## src/rtl/niu_sio_rx.sv

```systemverilog
// niu_sio_rx: SIU->NIU outbound receive stage. Assembles header + optional 4-beat payload
// into a single-entry valid/ready holding register. Parity checking: NIU_SIO_RX_PARITY_CHK_EN.
module niu_sio_rx (
    input  logic         iol2clk,
    input  logic         rst_l,
    input  logic         sio_niu_hdr_vld,
    input  logic         sio_niu_datareq,
    input  logic [127:0] sio_niu_data,
    input  logic [7:0]   sio_niu_parity,
    output logic         rx_pkt_vld,
    input  logic         rx_pkt_rdy,
    output logic [127:0] rx_hdr,
    output logic [511:0] rx_payload,
    output logic         rx_has_data,
    output logic [4:0]   rx_par_err,
    output logic         rx_proto_err,
    output logic         rx_ovfl,
    output logic [15:0]  rx_pkt_cnt
);
    localparam logic ST_IDLE    = 1'b0;
    localparam logic ST_PAYLOAD = 1'b1;

    logic         state;
    logic [1:0]   bcnt;
    logic [127:0] asm_hdr;
    logic [383:0] asm_payload;  // beats 0..2; beat 3 is taken straight from the bus
    logic [3:0]   asm_par;      // bit0 header, bits1..3 beats 0..2
    logic         slice_err;

    logic         cmp_done;
    logic [127:0] cmp_hdr;
    logic [511:0] cmp_payload;
    logic         cmp_has_data;
    logic [4:0]   cmp_par;
    logic         xfer;
    logic         load;

`ifdef NIU_SIO_RX_PARITY_CHK_EN
    logic [7:0] slice_bad;
    always_comb begin
        slice_bad = '0;
        for (int unsigned i = 0; i < 8; i++) begin
            slice_bad[i] = (^sio_niu_data[16*i +: 16]) != sio_niu_parity[i];
        end
    end
    assign slice_err = |slice_bad;
`else
    logic unused_parity;
    assign unused_parity = ^sio_niu_parity;
    assign slice_err     = 1'b0;
`endif

    // A header always restarts assembly, so a no-payload header completes even mid-payload.
    always_comb begin
        cmp_done     = 1'b0;
        cmp_hdr      = asm_hdr;
        cmp_payload  = '0;
        cmp_has_data = 1'b0;
        cmp_par      = '0;
        if (sio_niu_hdr_vld) begin
            if (!sio_niu_datareq) begin
                cmp_done = 1'b1;
                cmp_hdr  = sio_niu_data;
                cmp_par  = {4'b0000, slice_err};
            end
        end else if (state == ST_PAYLOAD && bcnt == 2'd3) begin
            cmp_done     = 1'b1;
            cmp_payload  = {sio_niu_data, asm_payload};
            cmp_has_data = 1'b1;
            cmp_par      = {slice_err, asm_par};
        end
    end

    assign xfer = rx_pkt_vld & rx_pkt_rdy;
    assign load = cmp_done & (~rx_pkt_vld | rx_pkt_rdy);

    always_ff @(posedge iol2clk or negedge rst_l) begin
        if (!rst_l) begin
            state        <= ST_IDLE;
            bcnt         <= '0;
            asm_hdr      <= '0;
            asm_payload  <= '0;
            asm_par      <= '0;
            rx_pkt_vld   <= 1'b0;
            rx_hdr       <= '0;
            rx_payload   <= '0;
            rx_has_data  <= 1'b0;
            rx_par_err   <= '0;
            rx_proto_err <= 1'b0;
            rx_ovfl      <= 1'b0;
            rx_pkt_cnt   <= '0;
        end else begin
            if (sio_niu_hdr_vld) begin
                rx_proto_err <= (state == ST_PAYLOAD);
                asm_hdr      <= sio_niu_data;
                asm_payload  <= '0;
                asm_par      <= {3'b000, slice_err};
                bcnt         <= '0;
                state        <= sio_niu_datareq ? ST_PAYLOAD : ST_IDLE;
            end else begin
                rx_proto_err <= 1'b0;
                if (state == ST_PAYLOAD) begin
                    case (bcnt)
                        2'd0: begin asm_payload[127:0]   <= sio_niu_data; asm_par[1] <= slice_err; end
                        2'd1: begin asm_payload[255:128] <= sio_niu_data; asm_par[2] <= slice_err; end
                        2'd2: begin asm_payload[383:256] <= sio_niu_data; asm_par[3] <= slice_err; end
                        default: state <= ST_IDLE;
                    endcase
                    bcnt <= bcnt + 2'd1;
                end
            end

            rx_ovfl <= cmp_done & rx_pkt_vld & ~rx_pkt_rdy;

            if (load) begin
                rx_pkt_vld  <= 1'b1;
                rx_hdr      <= cmp_hdr;
                rx_payload  <= cmp_payload;
                rx_has_data <= cmp_has_data;
                rx_par_err  <= cmp_par;
            end else if (xfer) begin
                rx_pkt_vld <= 1'b0;
            end

            if (xfer) begin
                rx_pkt_cnt <= rx_pkt_cnt + 16'd1;
            end
        end
    end
endmodule

```

## config.mk

```make
export PLATFORM = sky130hd
export DESIGN_NAME = niu_sio_rx
export DESIGN_NICKNAME = d
export VERILOG_FILES = /design/src/rtl/niu_sio_rx.sv
export SDC_FILE = /design/constraint.sdc
export NUM_CORES = 2
export LEC_CHECK = 0
export ABC_AREA = 1
export ABC_CLOCK_PERIOD_IN_PS = 2000
export CAP_MARGIN = 0
export CORE_AREA = 2 2 313 315
export DETAILED_ROUTE_END_ITERATION = 8
export DIE_AREA = 0 0 315 317
export GPL_TIMING_DRIVEN = 0
export PLACE_DENSITY = 0.72
export RECOVER_POWER = 50
export SKIP_LAST_GASP = 1
export SLEW_MARGIN = 20
export SYNTH_ARGS = -nofsm -noshare
export SYNTH_HDL_FRONTEND = slang
export SYNTH_SLANG_ARGS = --single-unit
```

## constraint.sdc

```tcl
create_clock -name iol2clk -period 2 [get_ports iol2clk]
set_clock_uncertainty 0.1 [all_clocks]
set_input_delay 0.6 -clock iol2clk [delete_from_list [all_inputs] [get_ports iol2clk]]
set_output_delay 0.6 -clock iol2clk [all_outputs]
set_load 0.02 [all_outputs]
```

== Word-level counts from Yosys, hierarchy flattened ==
Index checks and enable logic that the tools add are counted.

* Add/subtract/negate cells: 2
* Equality and inequality tests: 3
* Multiplexer cells: 29
* Bitwise gates (word level): 7
* Reduce and logical (&&, ||, !) cells: 11

{| class="wikitable"
|+ Operators with widths
! operator !! count
|-
| $mux W512 || 2
|-
| $mux W384 || 2
|-
| $mux W128 || 5
|-
| $add A16 B1 Y16 const B || 1
|-
| $mux W1 || 14
|-
| $reduce_bool A2 Y1 || 5
|-
| $mux W4 || 2
|-
| $mux W3 || 2
|-
| $reduce_and A2 Y1 || 3
|-
| $and A1 B1 Y1 || 4
|-
| $eq A2 B2 Y1 const B || 2
|-
| $mux W2 || 2
|-
| $reduce_or A3 Y1 || 1
|-
| $add A2 B1 Y2 const B || 1
|-
| $eq A2 B1 Y1 const B || 1
|-
| $logic_not A2 Y1 || 1
|-
| $not A1 Y1 || 2
|-
| $logic_and A1 B1 Y1 || 1
|-
| $or A1 B1 Y1 || 1
|}

* Bits in registers: 1183
* Output and inout bits: 665
* Logic and storage cells: 69

== Depth between registers and ports, before layout ==
* Word-level depth: 6
* Gate-level depth with buffers: 11
* Depth with buffers taken out: 9

== Least setup slack after synthesis ==
OpenSTA, ideal clock, no wires.

* Kind: input -> register
* From: input sio_niu_hdr_vld
* To: register rx_hdr[69]
* Setup time: 0.130 ns
* Arrival: 1.631 ns
* Required time: 1.770 ns
* Path slack: 0.138 ns
* Stages on the path: 11
* Path buffers: 4
* Cells stage by stage: buf_2 > inv_2 > nor2_4 > nor2_4 > nor2_2 > inv_2 > buf_6 > buf_6 > buf_2 > nand2_1 > o21ai_1

* Cells in the longest elaborated chain, start to end: 2
* Elaborated cells between the ends (all ways): 3
* Classes of those cells: mux: 2; bitwise: 1

{| class="wikitable"
|+ RTL lines
! element !! line !! source
|-
| from (decl) || 6 || <nowiki>input logic sio_niu_hdr_vld,</nowiki>
|-
| $mux W1 || 60 || <nowiki>if (sio_niu_hdr_vld) begin</nowiki>
|-
| $and A1 B1 Y1 || 75 || <nowiki>assign load = cmp_done & (~rx_pkt_vld | rx_pkt_rdy);</nowiki>
|-
| to (signal assigned) || 117 || <nowiki>rx_hdr <= cmp_hdr;</nowiki>
|-
| to (decl) || 12 || <nowiki>output logic [127:0] rx_hdr,</nowiki>
|}

Several ways; a longest one is shown, not always the timed one.
A chain may end at the register's enable or synchronous reset.

== Final worst setup path ==
* From: register bcnt[0]
* To: register rx_payload[374]

* Cells in the longest elaborated chain, start to end: 5
* Elaborated cells between the ends (all ways): 7
* Classes of those cells: eq/ne: 1; mux: 4; bitwise: 1; reduce/logical: 1

{| class="wikitable"
|+ RTL lines
! element !! line !! source
|-
| from (decl) || 24 || <nowiki>logic [1:0] bcnt;</nowiki>
|-
| from (signal assigned) || 109 || <nowiki>bcnt <= bcnt + 2'd1;</nowiki>
|-
| $eq A2 B2 Y1 (*) || 66 || <nowiki>end else if (state == ST_PAYLOAD && bcnt == 2'd3) begin</nowiki>
|-
| $logic_and A1 B1 Y1 (*) || 66 ||
|-
| $mux W1 || 66 ||
|-
| $mux W1 || 60 ||
|-
| $and A1 B1 Y1 || 75 ||
|-
| to (signal assigned) || 118 || <nowiki>rx_payload <= cmp_payload;</nowiki>
|-
| to (decl) || 13 || <nowiki>output logic [511:0] rx_payload,</nowiki>
|}

Every way passes the cells marked *; elsewhere a longest branch is shown, timed or not.

==> impl_metrics.csv <==
group,metric,value,unit
run_status,status,"complete, but fails checks",
run_status,violations,"negative hold slack, negative setup slack",
routing,wl_met1,62.9,mm
sta,rsz0062_at_grt,"yes",
power,totalPowerFinal,58.0,mW
clocking,clock_latency,0.72,ns
floorplan,coreArea,96300,sq um
logic_synthesis,netlist_area,45000,sq um
sta,slew_violations,0,
global_route,antenna_found_initial,14,
logic_synthesis,synth-main-ff-cell,"dfrtp_1",
sta,min_period_over_period,1.07,
setup_path,crit_fanout,8,
clocking,htreeDepth,3,
setup_path,cp_data_required_time,2.50,ns
sta,finalSetupViolations,217,
power,swShare,0.282,
global_route,grt_max_degree,150,
sta,whs,-0.318,ns
setup_path,r2r_slack,-0.13,ns
final_layout,area_delta_synth_final,39.4,%
power,vdd_drop_max,0.780,mV
power,comb_power_share,0.157,
setup_path,endpoint,"rx_payload[374]$_DFFE_PN0P_",
routing,num_vias,39500,
placement,hpwl,114,mm
clocking,cts_buffers,117,
routing,ant_nets,0,
placement,place_congestion,0.904,
setup_path,critPathKind,"flop to flop",
clocking,clk_path_buf_depth,3,
setup_path,crit_start,"bcnt[0]$_DFFE_PN0P_",
power,p_int,41.6,mW
global_route,grt_overflow_total,0,
routing,top_layer,"met5",
sta,worst_slack,-0.130,ns
routing,drc,0,
final_layout,nNetsFinal,6164,
power,p_sw,16.4,mW
run,maxCapViolCount,0,
power,leakage,30.3,nW
floorplan,dieArea,99900,sq um
logic_synthesis,netlist-cell-type-count,22,
sta,max_freq,0.469,GHz
routing,routed-wl-met2,79.1,mm
clocking,clkSinkCount,1175,
placement,io_buffer_count,791,
floorplan,pin_count,806,
final_layout,final_util,0.652,
logic_synthesis,synth_area_leaders,"dfrtp_1 65%, nand2_1 11%, o21ai_1 7.2%",
sta,finalCriticalPeriod,2.13,ns
clocking,cts_tree,"yes",
logic_synthesis,netlist_top_cells_count,"1327 x nand2_1, 1175 x dfrtp_1, 645 x o21ai_1",
setup_path,cp-start-kind,"flop",
logic_synthesis,synth_edf_count,0,
clocking,clk_pin_slew,0.06,ns
setup_path,r2r-start,"bcnt[0]$_DFFE_PN0P_",
setup_path,crit_path_end_kind,"flop",
routing,drt_iter0_drc,3630,
routing,wl_met3,16.3,mm
sta,worstMarginPinSlew,1.38,ns
logic_synthesis,yosysTopAreaCellShare,0.653,
global_route,grt_pass1_wl,239,mm
setup_path,worstReg2RegEnd,"rx_payload[374]$_DFFE_PN0P_",
floorplan,die_y,317,um
sta,slew_headroom,0.0778,
routing,routed_wl,168,mm
logic_synthesis,ys_ff_latch,1175,
power,pwr-share-seq,0.455,
final_layout,drive_above_1_share,0.267,
logic_synthesis,async_flop_share,1.00,
setup_path,reg2regPathDepth,13,
routing,first_pass_iters,8,
logic_synthesis,netlist_instances,4802,
global_route,grt_usage,0.324,
setup_path,worstPathArrival,2.63,ns
logic_synthesis,ys_seq_area_frac,0.653,
floorplan,fp-row-count,114,
global_route,grt_pass1_vias,37400,
power,cellPowerDensity,924,nW/um^2
logic_synthesis,syn_avg_cell_area,9.37,sq um
min_path,min_path_type,"input pin to async pin",
floorplan,die_w,315,um
logic_synthesis,synth_area_leader_cell,"dfrtp_1",
logic_synthesis,yosysWarnings,0,
sta,finalHoldViolCount,102,
power,clkPwrFrac,0.387,
routing,routedWlPerCell,22.8,um
routing,via_per_inst,5.34,
floorplan,initial_core_util,0.467,
logic_synthesis,synth.most_common_cell,"nand2_1",
clocking,cts_root_buf,"clkbuf_16",
-- worst min-delay path by stage --
stage,startpoint,end,slack (ns),cells past startpoint
floorplan,rst_l,asm_hdr[0]$_DFFE_PN0P_,0.20,0
global placement,rx_has_data$_DFFE_PN0P_,rx_has_data$_DFFE_PN0P_,0.36,2
detailed placement,rx_has_data$_DFFE_PN0P_,rx_has_data$_DFFE_PN0P_,0.36,2
CTS,rst_l,rx_pkt_cnt[11]$_DFFE_PN0P_,-0.29,1
global route,rst_l,rx_pkt_cnt[11]$_DFFE_PN0P_,-0.29,1
finish,rst_l,rx_pkt_cnt[11]$_DFFE_PN0P_,-0.32,1
-- layout by cell type, fill, tap and decap left out, drive strengths merged --
cell and count:
nand2 1327, o21ai 1282, dfrtp 1175, buf 978
inv 543, clkbuf 472, nor2 147, clkdlybuf4s50 130
clkinv 17, diode 8, nand3 7, xor2 7
ha 6, conb 5, bufinv 5, nand4 3
xnor2 3, nor3 2, nand3b 2, clkinvlp 2
bufbuf 1, clkdlybuf4s15 1
-- area by class of cell --
cell class              count  area, sq um
fillers                  7545        33500
flip-flops and latches   1175        29400
multi-input cells        2791        12900
repair buffers           1094        10600
clock buffers             187         3560
plain buffers             301         2240
inverters                 537         2020
well taps                1276         1600
clock inverters            30          348
diodes                      8         20.0
-- per-layer routing --
layer / vias up / global-route usage
met2: 1819 / 0.518
met3: 422 / 0.0947
met1: 19600 / 0.402
met5: - / 0
met4: 10 / 0.168
li1: 17700 / -
-- sequential cells by signal, indices dropped and copies added, names as in the netlist --
register      cells
asm_hdr         128
asm_payload     384
bcnt              2
rx_has_data       1
rx_hdr          128
rx_ovfl           1
rx_payload      512
rx_pkt_cnt       16
rx_pkt_vld        1
rx_proto_err      1
state             1
-- power by group through the flow --
stage	Combinational, mW	Sequential (mW)	Clock, mW
floorplan	2.70	27.3	0
global placement	7.36	26.8	0
detailed placement	7.85	26.7	0
CTS	8.11	26.3	22.5
global route	9.77	26.5	23.6
finish	9.13	26.4	22.5
-- logic make-up (layout without fill, tap and decap cells) --
logic type	Yosys count	in the layout	share of synthesized area
simple gates	1488	1488	0.125
compound gates	1282	1282	0.143
flops	1175	1175	0.653
buf+inv	840	2149	0.0753
xor+xnor	10	10	0.00195
fa+ha+maj	6	6	0.00167
other cells	1	13	0.0000833
-- through the flow --
stage	cells	TNS, ns	cell area [sq um]	hold WS, ns	setup WS (ns)
2_1_floorplan	4806	0	45000	0.204	0.138
3_3_place_gp	6873	-	54500	0.359	-52.54
3_5_place_dp	6883	-2041.61	54800	0.361	-2.10
4_1_cts	7148	-185.68	60300	-0.295	-0.197
5_1_grt	7393	-49.07	62700	-0.290	-0.194
6_report	7399	-5.63	62800	-0.318	-0.130
-- critical path, cell delays in order, from the launching register on --
cell	delay [ns]
dfrtp_1	0.41
ha_2	0.20
nand2_2	0.07
nor2_4	0.11
nor2_4	0.05
nor2_4	0.14
inv_4	0.07
buf_12	0.14
buf_12	0.14
buf_16	0.18
buf_12	0.16
buf_8	0.13
nand2_2	0.05
o21ai_1	0.06
-- repair_timing --
| action | in CTS | in global routing |
|---|---|---|
| hold endpoints to repair | 102 | 102 |
| cloned | 33 | 12 |
| setup buffers | 15 | 242 |
| pin swaps | 4 | 4 |
| gates resized for setup | 1375 | 3056 |
| setup endpoints to repair | 2168 | 2031 |
(Power assumes the default switching activity.)
